===== src/rtl/ram32x3_arbiter_if.sv =====
// ram32x3_arbiter_if: request/grant/read-return bundle between two requesters (A, B) and the arbiter.
// Ports (slave = arbiter side): req/we/addr/wdata per port in; gnt, rd_valid, rd_data per port and init_done out.
// No storage here; gnt is combinational in the arbiter, rd_* and init_done come from registers.
interface ram32x3_arbiter_if #(
   parameter int AW = 5,
   parameter int DW = 3
);
   logic          req_a;
   logic          req_b;
   logic          we_a;
   logic          we_b;
   logic [AW-1:0] addr_a;
   logic [AW-1:0] addr_b;
   logic [DW-1:0] wdata_a;
   logic [DW-1:0] wdata_b;
   logic          gnt_a;
   logic          gnt_b;
   logic          rd_valid_a;
   logic          rd_valid_b;
   logic [DW-1:0] rd_data_a;
   logic [DW-1:0] rd_data_b;
   logic          init_done;

   // Requester side.
   modport master (
      output req_a, req_b, we_a, we_b, addr_a, addr_b, wdata_a, wdata_b,
      input  gnt_a, gnt_b, rd_valid_a, rd_valid_b, rd_data_a, rd_data_b, init_done
   );

   // Arbiter side.
   modport slave (
      input  req_a, req_b, we_a, we_b, addr_a, addr_b, wdata_a, wdata_b,
      output gnt_a, gnt_b, rd_valid_a, rd_valid_b, rd_data_a, rd_data_b, init_done
   );
endinterface


===== src/rtl/ram32x3_arbiter.sv =====
// ram32x3_arbiter: clears the 32x3 RAM after reset, then round-robin shares its single port between A and B.
// Ports: clock, reset (async, active-high), bus (slave modport): per-port req/we/addr/wdata in, gnt/rd_valid/rd_data out, init_done out.
// Latency: grant cycle N -> rd_valid/rd_data in cycle N+2; never stalls, requests simply wait for gnt (held by requester).

// ram32x3: single-port RAM with registered address/data/wren and an unregistered read port.
// A write is committed on the edge after its inputs were registered, so a read registered on
// that same edge already observes the new word (read-after-write safe across cycles).
module ram32x3 #(
   parameter int AW = 5,
   parameter int DW = 3
) (
   input  logic          clock,
   input  logic [AW-1:0] address,
   input  logic [DW-1:0] data,
   input  logic          wren,
   output logic [DW-1:0] q
);
   logic [AW-1:0] addr_q;
   logic [DW-1:0] data_q;
   logic          wren_q;
   logic [DW-1:0] mem_q [0:(1<<AW)-1];

   // No reset: this models a memory macro; the arbiter drives defined values while in reset.
   always_ff @(posedge clock) begin
      addr_q <= address;
      data_q <= data;
      wren_q <= wren;
      if (wren_q) begin
         mem_q[addr_q] <= data_q;
      end
   end

   assign q = mem_q[addr_q];
endmodule

module ram32x3_arbiter #(
   parameter int DEPTH = 32,
   parameter int AW    = 5,
   parameter int DW    = 3
) (
   input  logic           clock,
   input  logic           reset,
   ram32x3_arbiter_if.slave bus
);
   typedef enum logic {
      ST_INIT = 1'b0,
      ST_RUN  = 1'b1
   } state_t;

   typedef enum logic {
      PORT_A = 1'b0,
      PORT_B = 1'b1
   } port_t;

   localparam logic [AW-1:0] LAST_ADDR = AW'(DEPTH - 1);

   // Control state
   state_t        state_q, state_d;
   logic [AW-1:0] cnt_q, cnt_d;
   port_t         ptr_q, ptr_d;
   logic [AW-1:0] hold_addr_q, hold_addr_d;

   // Read-return pipeline: stage 1 is the tag travelling with the RAM access,
   // stage 2 is the per-port valid/data register.
   logic          tag_vld_q, tag_vld_d;
   port_t         tag_id_q, tag_id_d;
   logic          rd_valid_a_q, rd_valid_a_d;
   logic          rd_valid_b_q, rd_valid_b_d;
   logic [DW-1:0] rd_data_a_q, rd_data_a_d;
   logic [DW-1:0] rd_data_b_q, rd_data_b_d;

   // Combinational outputs of the FSM
   logic          gnt_a;
   logic          gnt_b;
   logic [AW-1:0] ram_addr;
   logic [DW-1:0] ram_data;
   logic          ram_wren;
   logic [DW-1:0] ram_q;

   // ------------------------------------------------------------------
   // State register
   // ------------------------------------------------------------------
   always_ff @(posedge clock or posedge reset) begin
      if (reset) begin
         state_q <= ST_INIT;
         cnt_q   <= '0;
      end else begin
         state_q <= state_d;
         cnt_q   <= cnt_d;
      end
   end

   // ------------------------------------------------------------------
   // Next-state logic: sweep one word per cycle, leave INIT after the last address
   // ------------------------------------------------------------------
   always_comb begin
      state_d = state_q;
      cnt_d   = cnt_q;
      case (state_q)
         ST_INIT: begin
            cnt_d = cnt_q + AW'(1);
            if (cnt_q == LAST_ADDR) begin
               state_d = ST_RUN;
               cnt_d   = '0;
            end
         end
         ST_RUN: begin
            state_d = ST_RUN;
         end
         default: begin
            state_d = ST_INIT;
            cnt_d   = '0;
         end
      endcase
   end

   // ------------------------------------------------------------------
   // Output logic: grants and RAM port drive
   // ------------------------------------------------------------------
   always_comb begin
      gnt_a    = 1'b0;
      gnt_b    = 1'b0;
      ram_addr = hold_addr_q;
      ram_data = '0;
      ram_wren = 1'b0;
      if (state_q == ST_INIT) begin
         ram_addr = cnt_q;
         ram_wren = 1'b1;
      end else begin
         // A wins when alone or when the pointer favours it; otherwise B if it asks.
         if (bus.req_a && (!bus.req_b || (ptr_q == PORT_A))) begin
            gnt_a = 1'b1;
         end else if (bus.req_b) begin
            gnt_b = 1'b1;
         end

         if (gnt_a) begin
            ram_addr = bus.addr_a;
            ram_data = bus.wdata_a;
            ram_wren = bus.we_a;
         end else if (gnt_b) begin
            ram_addr = bus.addr_b;
            ram_data = bus.wdata_b;
            ram_wren = bus.we_b;
         end
      end
   end

   // ------------------------------------------------------------------
   // Datapath next-values: pointer, held address, read tags, return registers
   // ------------------------------------------------------------------
   always_comb begin
      ptr_d = ptr_q;
      if (gnt_a) begin
         ptr_d = PORT_B;
      end else if (gnt_b) begin
         ptr_d = PORT_A;
      end

      // Idle cycles re-present the last address instead of an arbitrary one.
      hold_addr_d = ram_addr;

      tag_vld_d = (gnt_a && !bus.we_a) || (gnt_b && !bus.we_b);
      tag_id_d  = gnt_b ? PORT_B : PORT_A;

      rd_valid_a_d = tag_vld_q && (tag_id_q == PORT_A);
      rd_valid_b_d = tag_vld_q && (tag_id_q == PORT_B);
      rd_data_a_d  = rd_valid_a_d ? ram_q : rd_data_a_q;
      rd_data_b_d  = rd_valid_b_d ? ram_q : rd_data_b_q;
   end

   always_ff @(posedge clock or posedge reset) begin
      if (reset) begin
         ptr_q        <= PORT_A;
         hold_addr_q  <= '0;
         tag_vld_q    <= 1'b0;
         tag_id_q     <= PORT_A;
         rd_valid_a_q <= 1'b0;
         rd_valid_b_q <= 1'b0;
         rd_data_a_q  <= '0;
         rd_data_b_q  <= '0;
      end else begin
         ptr_q        <= ptr_d;
         hold_addr_q  <= hold_addr_d;
         tag_vld_q    <= tag_vld_d;
         tag_id_q     <= tag_id_d;
         rd_valid_a_q <= rd_valid_a_d;
         rd_valid_b_q <= rd_valid_b_d;
         rd_data_a_q  <= rd_data_a_d;
         rd_data_b_q  <= rd_data_b_d;
      end
   end

   // ------------------------------------------------------------------
   // RAM macro
   // ------------------------------------------------------------------
   ram32x3 #(
      .AW (AW),
      .DW (DW)
   ) u_ram (
      .clock   (clock),
      .address (ram_addr),
      .data    (ram_data),
      .wren    (ram_wren),
      .q       (ram_q)
   );

   assign bus.gnt_a      = gnt_a;
   assign bus.gnt_b      = gnt_b;
   assign bus.rd_valid_a = rd_valid_a_q;
   assign bus.rd_valid_b = rd_valid_b_q;
   assign bus.rd_data_a  = rd_data_a_q;
   assign bus.rd_data_b  = rd_data_b_q;
   assign bus.init_done  = (state_q == ST_RUN);
endmodule


===== src/flat_wrapper.sv =====
// flat-port wrapper written by rule: the top's interface ports become plain ports
module ram32x3_arbiter_flat 
#(
   parameter int DEPTH = 32,
   parameter int AW    = 5,
   parameter int DW    = 3
)
  (clock, reset, bus_req_a, bus_req_b, bus_we_a, bus_we_b, bus_addr_a, bus_addr_b, bus_wdata_a, bus_wdata_b, bus_gnt_a, bus_gnt_b, bus_rd_valid_a, bus_rd_valid_b, bus_rd_data_a, bus_rd_data_b, bus_init_done);
  ram32x3_arbiter_if #(.AW(AW), .DW(DW)) bus_i ();
  input  logic clock;
  input  logic reset;
  input wire logic [$bits(bus_i.req_a)-1:0] bus_req_a;
  input wire logic [$bits(bus_i.req_b)-1:0] bus_req_b;
  input wire logic [$bits(bus_i.we_a)-1:0] bus_we_a;
  input wire logic [$bits(bus_i.we_b)-1:0] bus_we_b;
  input wire logic [$bits(bus_i.addr_a)-1:0] bus_addr_a;
  input wire logic [$bits(bus_i.addr_b)-1:0] bus_addr_b;
  input wire logic [$bits(bus_i.wdata_a)-1:0] bus_wdata_a;
  input wire logic [$bits(bus_i.wdata_b)-1:0] bus_wdata_b;
  output wire logic [$bits(bus_i.gnt_a)-1:0] bus_gnt_a;
  output wire logic [$bits(bus_i.gnt_b)-1:0] bus_gnt_b;
  output wire logic [$bits(bus_i.rd_valid_a)-1:0] bus_rd_valid_a;
  output wire logic [$bits(bus_i.rd_valid_b)-1:0] bus_rd_valid_b;
  output wire logic [$bits(bus_i.rd_data_a)-1:0] bus_rd_data_a;
  output wire logic [$bits(bus_i.rd_data_b)-1:0] bus_rd_data_b;
  output wire logic [$bits(bus_i.init_done)-1:0] bus_init_done;
  assign bus_i.req_a = bus_req_a;
  assign bus_i.req_b = bus_req_b;
  assign bus_i.we_a = bus_we_a;
  assign bus_i.we_b = bus_we_b;
  assign bus_i.addr_a = bus_addr_a;
  assign bus_i.addr_b = bus_addr_b;
  assign bus_i.wdata_a = bus_wdata_a;
  assign bus_i.wdata_b = bus_wdata_b;
  assign bus_gnt_a = bus_i.gnt_a;
  assign bus_gnt_b = bus_i.gnt_b;
  assign bus_rd_valid_a = bus_i.rd_valid_a;
  assign bus_rd_valid_b = bus_i.rd_valid_b;
  assign bus_rd_data_a = bus_i.rd_data_a;
  assign bus_rd_data_b = bus_i.rd_data_b;
  assign bus_init_done = bus_i.init_done;
  ram32x3_arbiter #(.DEPTH(DEPTH), .AW(AW), .DW(DW)) u_core (.clock(clock), .reset(reset), .bus(bus_i));
endmodule

===== config.mk =====
export PLATFORM = sky130hd
export DESIGN_NAME = ram32x3_arbiter_flat
export DESIGN_NICKNAME = d
export VERILOG_FILES = /design/src/rtl/ram32x3_arbiter_if.sv /design/src/rtl/ram32x3_arbiter.sv /design/src/flat_wrapper.sv
export SDC_FILE = /design/constraint.sdc
export NUM_CORES = 1
export LEC_CHECK = 0
export CAP_MARGIN = 20
export CORE_ASPECT_RATIO = 1.2
export CORE_MARGIN = 3
export CORE_UTILIZATION = 44
export CTS_CLUSTER_DIAMETER = 80
export DETAILED_ROUTE_END_ITERATION = 10
export MAX_ROUTING_LAYER = met4
export SETUP_SLACK_MARGIN = 0.02
export SLEW_MARGIN = 20
export SYNTH_ARGS = -nofsm -noshare
export SYNTH_HDL_FRONTEND = slang
export SYNTH_HIERARCHICAL = 1
export SYNTH_SLANG_ARGS = --single-unit

===== constraint.sdc =====
create_clock -name clock -period 2.1 [get_ports clock]
set_input_delay 0.315 -clock clock [delete_from_list [all_inputs] [get_ports clock]]
set_output_delay 0.315 -clock clock [all_outputs]
set_load 0.02 [all_outputs]

# Yosys cells after proc, flatten, opt, wreduce, memory -nomap -nowiden
# Memories as Yosys holds them, arrays and structs flattened. A register that Yosys moved wholly into a read port is not among the register bits.
# Cells that the tools add are included.
classes:
  addsub: 1
  n_eq_ne: 1
  mux: 22
  bitwise_logic: 3
  reduce_logical: 11
ops:
  columns: ["op", "count"]
  rows:
  - ["$mux 5", 4]
  - ["$mux 1", 15]
  - ["$mux 3", 2]
  - ["$add 5x1->5 const B", 1]
  - ["$eq 5x5->1 const B", 1]
  - ["$logic_and 1x1->1", 5]
  - ["$logic_not 1->1", 3]
  - ["$not 1->1", 3]
  - ["$logic_or 1x1->1", 2]
  - ["$pmux 1 s2", 1]
  - ["$reduce_bool 2->1", 1]
totals:
  regBits: 31
  ram_bits: 96
  input_bits: 22
  out_inout_bits: 11
  wordCells: 52
  n_memories: 1
mem_list:
  columns: ["memory", "depth", "width", "read_ports", "rd_clocked_by_memory_dff", "write_ports", "line_no", "rtl"]
  rows:
  - ["u_core.u_ram.mem_q", 32, 3, 1, 1, 1, "ram32x3_arbiter.sv:21", "logic [DW-1:0] mem_q [0:(1<<AW)-1];"]

# Longest topological paths before layout
# Gate-level depths: netlist of the first run.
logic_depth:
  ltp_word: 8
  ltp_mapped: 8

# By module
# Netlist of the first run, hierarchy kept.
by_module_without_submodules:
  columns: ["module", "n_inst", "cells_per_inst", "area_per_inst_um2", "seq_area_each_um2"]
  rows:
  - ["ram32x3", 1, 268, 4237.8, 3062.9]
  - ["ram32x3_arbiter", 1, 107, 1138.6, 550.5]

# Worst setup path before layout of the first run
# Ideal clock, no wire load.
synth_timing:
  kind: "reg2reg"
  from: "reg, netlist name u_core/u_ram/addr_q[1]"
  to: "reg u_core.rd_data_b_q[1], in the netlist u_core/bus.rd_data_b[1]"
  arrival_time_ns: 1.575
  t_required_ns: 1.975
  setup_slack_ns: 0.400
  path_stages_with_launch: 8
  n_path_buf: 2
  path_cell_list: "dfxtp_1 -> buf_2 -> buf_2 -> mux2i_1 -> o22ai_1 -> nor4_1 -> nand3_1 -> mux2_2"
synth_lines:
  columns: ["item", "line_no", "rtl"]
  rows:
  - ["to (signal assigned)", "ram32x3_arbiter.sv:190", "rd_data_b_q <= rd_data_b_d;"]
  - ["to (decl)", "ram32x3_arbiter.sv:70", "logic [DW-1:0] rd_data_b_q, rd_data_b_d;"]

==> results of run 1 <==
-- final timing paths --
path | startpoint | end | slack, ps | cells past startpoint
worst max-delay path | u_core/u_ram/addr_q[1] | u_core/bus.rd_data_b[1] | 90 | 7
worst min-delay path | reset | u_core/bus.rd_data_a[2] | 240 | 3
worst max register to register | u_core/u_ram/addr_q[1] | u_core/bus.rd_data_b[1] | 90 | 7
worst min register to register | u_core/bus.rd_data_a[2] | u_core/bus.rd_data_a[2] | 480 | 2
max in group asynchronous | reset | u_core/bus.init_done | 1630 | 3
min in group clock | bus_wdata_a[2] | u_core/u_ram/data_q[2] | 450 | 3
-- cell type report --
| type | instances | area (um2) |
|---|---|---|
| repair buffers | 65 | 590.6 |
| flip-flops and latches | 127 | 3620 |
| well taps | 157 | 196.4 |
| clock inverters | 15 | 171.4 |
| clock buffers | 17 | 425.4 |
| inverters | 8 | 30.03 |
| multi-input cells | 217 | 1588 |
| fillers | 987 | 5107 |
-- cell usage in the layout (no fill, tap or decap), drive strengths merged, types with 3 or more instances in the layout --
cell type and n:
or4bb 3, mux2i 48, bufinv 3, or4b 4, clkinvlp 4, edfxtp 96, a211oi 5, dfrtp 22
nand3 9, nand4b 4, and2b 5, clkdlybuf4s50 30, nand2 17, nor3 7, o21ai 10, dfxtp 9
buf 33, o22ai 26, inv 8, or3b 3, mux2 5, nor2 37, clkbuf 17, a21boi 4
nor4 6, clkinv 8, nand3b 4
-- metrics by stage --
| stage | instances | instance area (um2) |
|---|---|---|
| 4_1_cts | 606 | 6588 |
| 3_3_place_gp | 574 | 5993 |
| 3_5_place_dp | 574 | 5993 |
| 6_report | 606 | 6621 |
| 2_1_floorplan | 375 | 5376 |
| 5_1_grt | 606 | 6621 |
-- sequential cells by signal, summed over array words and instances (netlist names) --
register and cells:
u_core/bus.init_done 1, u_core/bus.rd_data_b 3, u_core/u_ram/wren_q 1, u_core/bus.rd_valid_b 1
u_core/u_ram/addr_q 5, u_core/bus.rd_data_a 3, u_core/tag_vld_q 1, u_core/ptr_q 1
u_core/u_ram/mem_q 96, u_core/tag_id_q 1, u_core/hold_addr_q 5, u_core/u_ram/data_q 3
u_core/cnt_q 5, u_core/bus.rd_valid_a 1
-- worst min-delay path: stages --
cell and delay [ps]:
clkdlybuf4s50_1 390, inv_1 50, buf_4 280
-- kinds of logic after synthesis --
logic type | count (synthesis)
compound gates | 52
flops | 127
simple gates | 110
mux | 53
fa+ha+maj | 2
buf+inv | 31
-- layer usage --
layer	vias to the layer above	part of all wire	routed length, um
li1	1551	-	-
met1	1611	0.44	4853
met2	67	0.52	5746
met3	8	0.037	415
met4	0	0.0081	90
met5	-	0	0
-- power by group through the flow --
stage	combinational, W	clock, W	sequential [W]
finish	0.000966	0.00290	0.00295
floorplan	0.000491	0	0.00305
detailed placement	0.000957	0	0.00299
CTS	0.000961	0.00295	0.00294
global route	0.00104	0.00308	0.00296
global placement	0.000949	0	0.00299
-- what timing repair did --
item                                    in CTS  in global routing
gates resized for setup                      2                 10
endpoints found under the setup margin       2                  7
hold buffers                                 0                  0
==> flow_metrics.py, run 1 <==
metrics = {
    "timing": {
        "setup_viol": 0,
        "period_minus_slack_ps": 2014,
        "tightest_slew_ps": 509.4,
        "layout_worst_path_cycle_share": 0.9591,
        "finalWorstSetupSlack_ps": 85.92,
        "finalHoldViolations": 0,
        "fmax_mhz": 496.5,
        "grt_setup_unrepaired": "false",
        "holdWs_ps": 240.1,
        "setup_tns_ps": 0,
        "finalClockSkew_ps": 7.868,
        "slew_headroom": 0.6594,
        "maxSlewViolCount": 0,
    },
    "worst_hold_path": {
        "hold_class": "in -> async",
    },
    "run": {
        "maxCapViolCount": 0,
    },
    "setup_path": {
        "cp.arrival_ps": 2310,
        "worstPathMaxFanout": 25,
        "slowest_delay_ps": 370,
        "crit_chain": "buf_12, buf_4, mux2i_1, nor4_1, nor3_1, nand3_1, mux2_2",
        "worst-path-buf-inv": 2,
        "critPathTopFamily": "simple AND/OR/NAND/NOR gates",
        "cpMaxStageDelayCell": "dfxtp_2",
        "start_kind": "flop",
        "criticalPathCategory": "reg -> reg",
        "end_kind": "flop",
        "required_ps": 2390,
    },
    "power_and_ir_drop": {
        "ir_drop_mv": 0.6277,
        "seqPwrFrac": 0.432,
        "internal_power_w": 0.005165,
        "power_w": 0.006811,
        "p_per_area_nw_per_um2": 1029,
        "p_leak_nw": 2.473,
        "p_sw_frac": 0.2418,
        "p_clk_frac": 0.426,
        "pwr-share-comb": 0.142,
        "p_sw_w": 0.001647,
    },
    "drt": {
        "num_vias": 3237,
        "drt_pass1_iterations": 4,
        "route.detailed.drc": 0,
        "antenna_left": 0,
        "avgRoutedWirePerCell_um": 18.33,
        "drtIter0Drc": 200,
        "wl_mm": 11.11,
        "viasPerCell": 5.342,
    },
    "final_layout": {
        "post-route-util": 0.5645,
        "diodes": 0,
        "nNetsFinal": 460,
        "syn_to_final_growth_pct": 23.16,
        "drive_above_1_share": 0.2249,
    },
    "clocking": {
        "clockBufferDepth": 2,
        "post_cts_buffers": 0,
        "tritoncts": "built",
        "clk_pin_slew_ps": 60,
        "clock-sinks": 127,
        "cts_made_buffers": 17,
        "clkLatencyLatePin_ps": 410,
        "htreeDepth": 4,
        "root_buffer": "clkbuf_16",
    },
    "die": {
        "ios": 33,
        "start_util": 0.4584,
        "coreArea_um2": 11730,
        "die_w_um": 106.9,
        "die_y_um": 127.1,
        "fp.dieArea_um2": 13590,
        "rows": 43,
    },
    "logic_synthesis": {
        "yosysWarnings": 6,
        "netlist_area_um2": 5376,
        "synth-simple-area-share": 0.1178,
        "synth_common_cells": "edfxtp_1 (96), mux2i_1 (48), nor2_1 (36)",
        "synth.largest_area_cell": "edfxtp_1",
        "syn-num-nets": 399,
        "synthXorXnorAreaFrac": 0,
        "synth_compound_area_frac": 0.06772,
        "synth-edff-count": 96,
        "synthArstFlopShare": 0.1732,
        "yosysTopAreaCellShare": 0.5362,
        "postSynthCellCount": 375,
        "yosysSeqAreaShare": 0.6721,
        "synth_top_family_by_area": "simple AND/OR/NAND/NOR gates",
        "synth_most_common_cell": "edfxtp_1",
        "ys_ff_latch": 127,
        "avgSynthCellArea_um2": 14.34,
        "synth-main-ff-cell": "edfxtp_1",
        "synth_cell_type_count": 45,
        "synthTopCellsByArea": "edfxtp_1 (54%), dfrtp_1 (10%), mux2i_1 (8.9%)",
        "yosys-mux-area-fraction": 0.09984,
        "synth-adder-area-share": 0.004654,
    },
    "place": {
        "dp_slack_ps": -58.99,
        "io_buffers": 32,
        "place_congestion": 0.7969,
        "hpwl_mm": 7.422,
    },
    "grt": {
        "grt_usage": 0.1815,
        "grt_overflow_total": 0,
        "met1_usage": 0.2206,
        "met2_usage": 0.2958,
        "antenna_found_initial": 0,
        "grt_pass1_wl_mm": 18.07,
        "grt.busiest_layer": "met2",
        "grt_max_degree": 33,
        "grtUsageMet3": 0.04447,
        "first_global_vias": 3433,
    },
    "status": {
        "status": "finished clean",
    },
}
Power figures use the tool's default switching activity.
==> inputs of run 2 (changes only) <==
Settings changed: GPL_TIMING_DRIVEN set to 0, PLACE_DENSITY set to 0.6.
==> flow_metrics.py, run 2 (synthesized netlist as in run 1, its figures left out) <==
metrics = {
    "clocking": {
        "clkLatencyLatePin_ps": 410,
        "clk_pin_slew_ps": 60,
        "tritoncts": "built",
        "hold_buffers": 0,
        "cts_made_buffers": 17,
        "htreeDepth": 4,
        "clockBufferDepth": 2,
        "clock-sinks": 127,
        "root_buffer": "clkbuf_16",
    },
    "setup_path": {
        "start_kind": "flop",
        "slowest_delay_ps": 420,
        "cpMaxStageDelayCell": "nor4_2",
        "end_kind": "flop",
        "crit_chain": "buf_6, buf_12, mux2i_1, o22ai_1, nor4_2, nand3_1, mux2_2",
        "required_ps": 2390,
        "cp.arrival_ps": 2370,
        "criticalPathCategory": "reg -> reg",
        "worstPathMaxFanout": 10,
    },
    "die": {
        "ios": 33,
        "rows": 43,
        "coreArea_um2": 11730,
        "fp.dieArea_um2": 13590,
        "start_util": 0.4584,
        "die_y_um": 127.1,
        "die_w_um": 106.9,
    },
    "timing": {
        "finalHoldViolations": 0,
        "maxSlewViolCount": 0,
        "setup_tns_ps": 0,
        "fmax_mhz": 482.3,
        "finalClockSkew_ps": 5.438,
        "layout_worst_path_cycle_share": 0.9873,
        "tightest_slew_ps": 849.2,
        "grt_setup_unrepaired": "true",
        "finalWorstSetupSlack_ps": 26.68,
        "slew_headroom": 0.4332,
        "setup_viol": 0,
        "period_minus_slack_ps": 2073,
    },
    "place": {
        "hpwl_mm": 7.798,
        "dp_slack_ps": -353.4,
        "place_congestion": 0.8654,
        "place_inst": 563,
        "io_buffers": 31,
    },
    "power_and_ir_drop": {
        "p_leak_nw": 2.482,
        "ir_drop_mv": 0.5440,
        "p_per_area_nw_per_um2": 1030,
    },
    "final_layout": {
        "largest_reg_flops": 96,
        "syn_to_final_growth_pct": 23.53,
        "nNetsFinal": 454,
        "regMostFlops": "u_core/u_ram/mem_q",
        "diodes": 0,
        "final_cell_count_no_fill": 600,
        "final_cell_mix": "edfxtp_1 (96), mux2i_1 (46), nor2_1 (36), clkdlybuf4s50_1 (29), o22ai_1 (26)",
        "drive_above_1_share": 0.2167,
        "final_common_cell": "edfxtp_1",
        "post-route-util": 0.5662,
    },
    "grt": {
        "antenna_found_initial": 0,
        "grt_pass1_wl_mm": 17.93,
        "grt_usage": 0.1818,
        "first_global_vias": 3289,
        "grt_overflow_total": 0,
        "grt_max_degree": 33,
    },
    "drt": {
        "route.detailed.drc": 0,
        "avgRoutedWirePerCell_um": 18.85,
        "viasPerCell": 5.470,
        "wl_mm": 11.31,
        "num_vias": 3282,
        "drtIter0Drc": 191,
        "drt_pass1_iterations": 4,
        "antenna_left": 0,
    },
    "run": {
        "maxCapViolCount": 0,
    },
    "status": {
        "status": "finished clean",
    },
    "worst_hold_path": {
        "hold_class": "in -> reg",
    },
}
[run 2: worst paths after layout]
| path | endpoint | slack, ps | start | cells past startpoint |
|---|---|---|---|---|
| max | u_core/bus.rd_data_b[0] | 30 | u_core/u_ram/addr_q[1] | 7 |
| min | u_core/ptr_q | 340 | bus_req_b | 3 |
| max reg2reg | u_core/bus.rd_data_b[0] | 30 | u_core/u_ram/addr_q[1] | 7 |
| min reg2reg | u_core/bus.rd_data_a[2] | 480 | u_core/bus.rd_data_a[2] | 2 |
| max in group asynchronous | u_core/cnt_q[0] | 1190 | reset | 2 |
| min in group asynchronous | u_core/bus.rd_data_b[1] | 380 | reset | 2 |
[run 2: worst max-delay path, delay by kind of cell, from the launching register on]
family,cells,cell delay [ps]
AO/OA/AOI/OAI,1,130
buffers and inverters,2,300
flip-flops,1,330
AND/OR/NAND/NOR,2,650
multiplexers,2,540
[run 2: power breakdown]
part	switching (W)	internal [W]
sequential	0.000108	0.00286
clock	0.00104	0.00187
combinational	0.000514	0.000451
total	0.00167	0.00518
[run 2: repair_timing]
item	in CTS	in global routing
setup buffers	2	3
pin swaps	5	4
gates resized for setup	17	12
setup endpoints to repair	11	12
[run 2: area by class of cell]
cell class / count / area (um2)
inverters: 8 / 30.03
repair buffers: 36 / 341.6
flip-flops and latches: 127 / 3617
fillers: 997 / 5087
multi-input cells: 217 / 1614
well taps: 157 / 196.4
clock buffers: 24 / 556.8
clock inverters: 8 / 60.06
plain buffers: 23 / 225.2
[run 2: routing by layer]
metal / share of wire / vias to the layer above / global-route usage
met4: 0.024 / 0 / 0.07976
met5: 0 / - / -
li1: - / 1550 / -
met1: 0.42 / 1608 / 0.2268
met2: 0.51 / 105 / 0.2906
met3: 0.046 / 19 / 0.03487
[run 2: stage by stage]
| step | hold slack (ps) | area [um2] | power [W] |
|---|---|---|---|
| 4_1_cts | 334.6 | 6570 | 0.006855 |
| 6_report | 344.0 | 6641 | 0.006841 |
| 5_1_grt | 344.9 | 6641 | 0.007095 |
| 2_1_floorplan | 304.2 | 5376 | 0.003537 |
| 3_5_place_dp | 465.5 | 5883 | 0.003898 |
| 3_3_place_gp | 462.6 | 5883 | 0.003889 |
==> inputs of run 3 (changes only) <==
Settings changed: ABC_AREA set to 1.
Clock period 2.1 ns to 2 ns, I/O delays scaled along.
==> flow_metrics.py, run 3 <==
metrics = {
    "grt": {
        "grt_pass1_wl_mm": 20.44,
        "antenna_found_initial": 0,
        "grt_max_degree": 33,
        "grt_overflow_total": 0,
        "first_global_vias": 4001,
        "grt_usage": 0.2038,
    },
    "power_and_ir_drop": {
        "p_sw_frac": 0.2504,
        "internal_power_w": 0.005286,
        "power_w": 0.007052,
        "p_per_area_nw_per_um2": 1058,
        "p_leak_nw": 2.890,
        "p_sw_w": 0.001766,
        "p_clk_frac": 0.428,
        "ir_drop_mv": 0.5320,
        "seqPwrFrac": 0.440,
        "pwr-share-comb": 0.132,
    },
    "die": {
        "rows": 44,
        "die_w_um": 108.5,
        "start_util": 0.4535,
        "ios": 33,
        "coreArea_um2": 12220,
        "fp.dieArea_um2": 13990,
        "die_y_um": 129.0,
    },
    "clocking": {
        "htreeDepth": 4,
        "clkLatencyLatePin_ps": 410,
        "post_cts_buffers": 0,
        "tritoncts": "built",
        "clock-sinks": 127,
        "root_buffer": "clkbuf_16",
        "clk_pin_slew_ps": 50,
        "clockBufferDepth": 2,
        "cts_made_buffers": 17,
    },
    "timing": {
        "maxSlewViolCount": 0,
        "tightest_slew_ps": 828.5,
        "finalClockSkew_ps": 9.950,
        "layout_worst_path_cycle_share": 0.9350,
        "period_minus_slack_ps": 1870,
        "grt_setup_unrepaired": "false",
        "slew_headroom": 0.4470,
        "fmax_mhz": 534.8,
        "setup_viol": 0,
        "finalHoldViolations": 0,
        "finalWorstSetupSlack_ps": 130.0,
    },
    "logic_synthesis": {
        "syn-num-nets": 600,
        "yosysSeqAreaShare": 0.6519,
        "synth-main-ff-cell": "edfxtp_1",
        "synthArstFlopShare": 0.1732,
        "ys_ff_latch": 127,
        "yosysTopAreaCellShare": 0.5201,
        "synthTopCellsByArea": "edfxtp_1 (52%), nand2_1 (21%), dfrtp_1 (9.9%)",
        "synth-edff-count": 96,
        "synth_cell_type_count": 27,
        "postSynthCellCount": 576,
        "yosysWarnings": 6,
        "avgSynthCellArea_um2": 9.623,
        "synth.largest_area_cell": "edfxtp_1",
        "synth_most_common_cell": "nand2_1",
        "netlist_area_um2": 5543,
        "synth_common_cells": "nand2_1 (309), edfxtp_1 (96), nor2_1 (43)",
    },
    "place": {
        "dp_slack_ps": -207.1,
        "io_buffers": 31,
        "place_inst": 768,
        "hpwl_mm": 8.373,
        "place_congestion": 0.8711,
        "placed_cell_area_um2": 6057,
    },
    "setup_path": {
        "end_kind": "primary output",
        "start_kind": "flop",
        "required_ps": 1700,
        "crit_chain": "nand2_4, nand2_8, nand3_2, inv_2, dlygate4sd2_1",
        "cp.arrival_ps": 1570,
        "reg2reg_slack_ps": 220,
        "cpMaxStageDelayCell": "dfrtp_1",
        "rr_worst_depth": 5,
        "worstPathMaxFanout": 9,
        "critPathTopFamily": "buffers and inverters",
        "crit_cells": 5,
        "timing.rr.start": "u_core/u_ram/addr_q[1]",
        "criticalPathCategory": "reg -> out",
        "worst-path-buf-inv": 2,
        "rr_endpoint": "u_core/u_ram/mem_q[4][2]",
        "slowest_delay_ps": 380,
    },
    "drt": {
        "wl_mm": 12.73,
        "avgRoutedWirePerCell_um": 15.91,
        "drt_pass1_iterations": 5,
        "viasPerCell": 4.898,
        "route.detailed.drc": 0,
        "num_vias": 3918,
        "antenna_left": 0,
        "drtIter0Drc": 259,
    },
    "worst_hold_path": {
        "hold_start": "bus_req_b",
        "min_path_cells": 3,
        "hold_class": "in -> reg",
        "whs_endpoint": "u_core/u_ram/wren_q",
    },
    "final_layout": {
        "fin_area_um2": 6668,
        "drive_above_1_share": 0.1111,
        "largest_reg_flops": 96,
        "diodes": 0,
        "final_cell_count_no_fill": 800,
        "final_common_cell": "nand2_1",
        "regMostFlops": "u_core/u_ram/mem_q",
        "nNetsFinal": 650,
        "syn_to_final_growth_pct": 20.29,
        "post-route-util": 0.5456,
        "final_cell_mix": "nand2_1 (309), edfxtp_1 (96), nor2_1 (43), clkdlybuf4s50_1 (28), inv_1 (25)",
    },
    "run": {
        "maxCapViolCount": 0,
    },
    "status": {
        "status": "finished clean",
    },
}
==> run 3: changes by cell type in the layout (fill, tap and decap cells not counted), moves of 5 or more <==
cell	before	now
nand2_1	17	309
mux2i_1	46	0
o22ai_1	26	0
inv_1	8	25
nor2_1	36	43
a211oi_2	5	0
and2b_2	5	0
buf_2	5	10
buf_4	8	3
inv_2	0	5
mux2_2	5	0
o21ai_1	5	0
==> run 3: worst max path at each step <==
stage	startpoint	endpoint	slack (ps)
final	u_core/ptr_q	bus_gnt_b	130
after global routing	u_core/ptr_q	bus_gnt_b	30
after CTS	u_core/u_ram/addr_q[1]	u_core/u_ram/mem_q[19][0]	50
after detailed placement	bus_req_a	bus_gnt_b	-210
after global placement	bus_req_a	bus_gnt_b	-190
after floorplan	u_core/u_ram/addr_q[1]	u_core/u_ram/mem_q[10][0]	650
==> run 3: per-stage QoR <==
stage | TNS [ps] | hold slack (ps)
global placement | -368.1 | 474.0
detailed placement | -385.7 | 480.9
CTS | 0 | 208.8
finish | 0 | 226.2
global route | 0 | 215.3
floorplan | 0 | 289.2
==> run 3: layout make-up <==
class	count	area, um2
Tap cell	161	201.4
Buffer	20	143.9
Clock inverter	2	16.27
Clock buffer	30	586.8
Fill cell	1096	5554
Multi-Input combinational cell	398	1677
Sequential cell	127	3617
Inverter	31	118.9
Timing Repair Buffer	31	306.5
==> run 3: logic make-up (layout without fill, tap and decap cells) <==
kind of cell    after synthesis  count (layout)  synth area share
compound gates               13              13           0.01264
simple gates                383             383            0.2835
buf+inv                      51             114           0.04740
fa+ha+maj                     2               2          0.004514
flops                       127             127            0.6519
==> run 3: worst register-to-register path: stages, from the launching register on <==
cell and delay (ps):
dfxtp_1 300, buf_4 170, inv_2 150, buf_4 230
nand3_2 270, nor2_1 340
==> run 3: timing repair <==
| item | 4_1_cts | 5_1_grt |
|---|---|---|
| hold buffers | 0 | 0 |
| endpoints found under the setup margin | 2 | 16 |
| gates resized for setup | 3 | 2 |
| cloned | 0 | 0 |
==> run 3: layer usage <==
metal / vias up / GRT usage / routed length (um)
li1: 1945 / - / -
met1: 1838 / 0.2580 / 5511
met2: 119 / 0.3227 / 6333
met3: 16 / 0.05218 / 714
met4: 0 / 0.06464 / 170
met5: - / - / 0
==> run 3: power by group through the flow <==
stage | logic [W] | registers (W) | clock network (W)
2_1_floorplan | 0.000525 | 0.00317 | 0
3_3_place_gp | 0.000922 | 0.00315 | 0
3_5_place_dp | 0.000931 | 0.00315 | 0
4_1_cts | 0.000934 | 0.00310 | 0.00306
5_1_grt | 0.00104 | 0.00312 | 0.00321
6_report | 0.000934 | 0.00310 | 0.00302
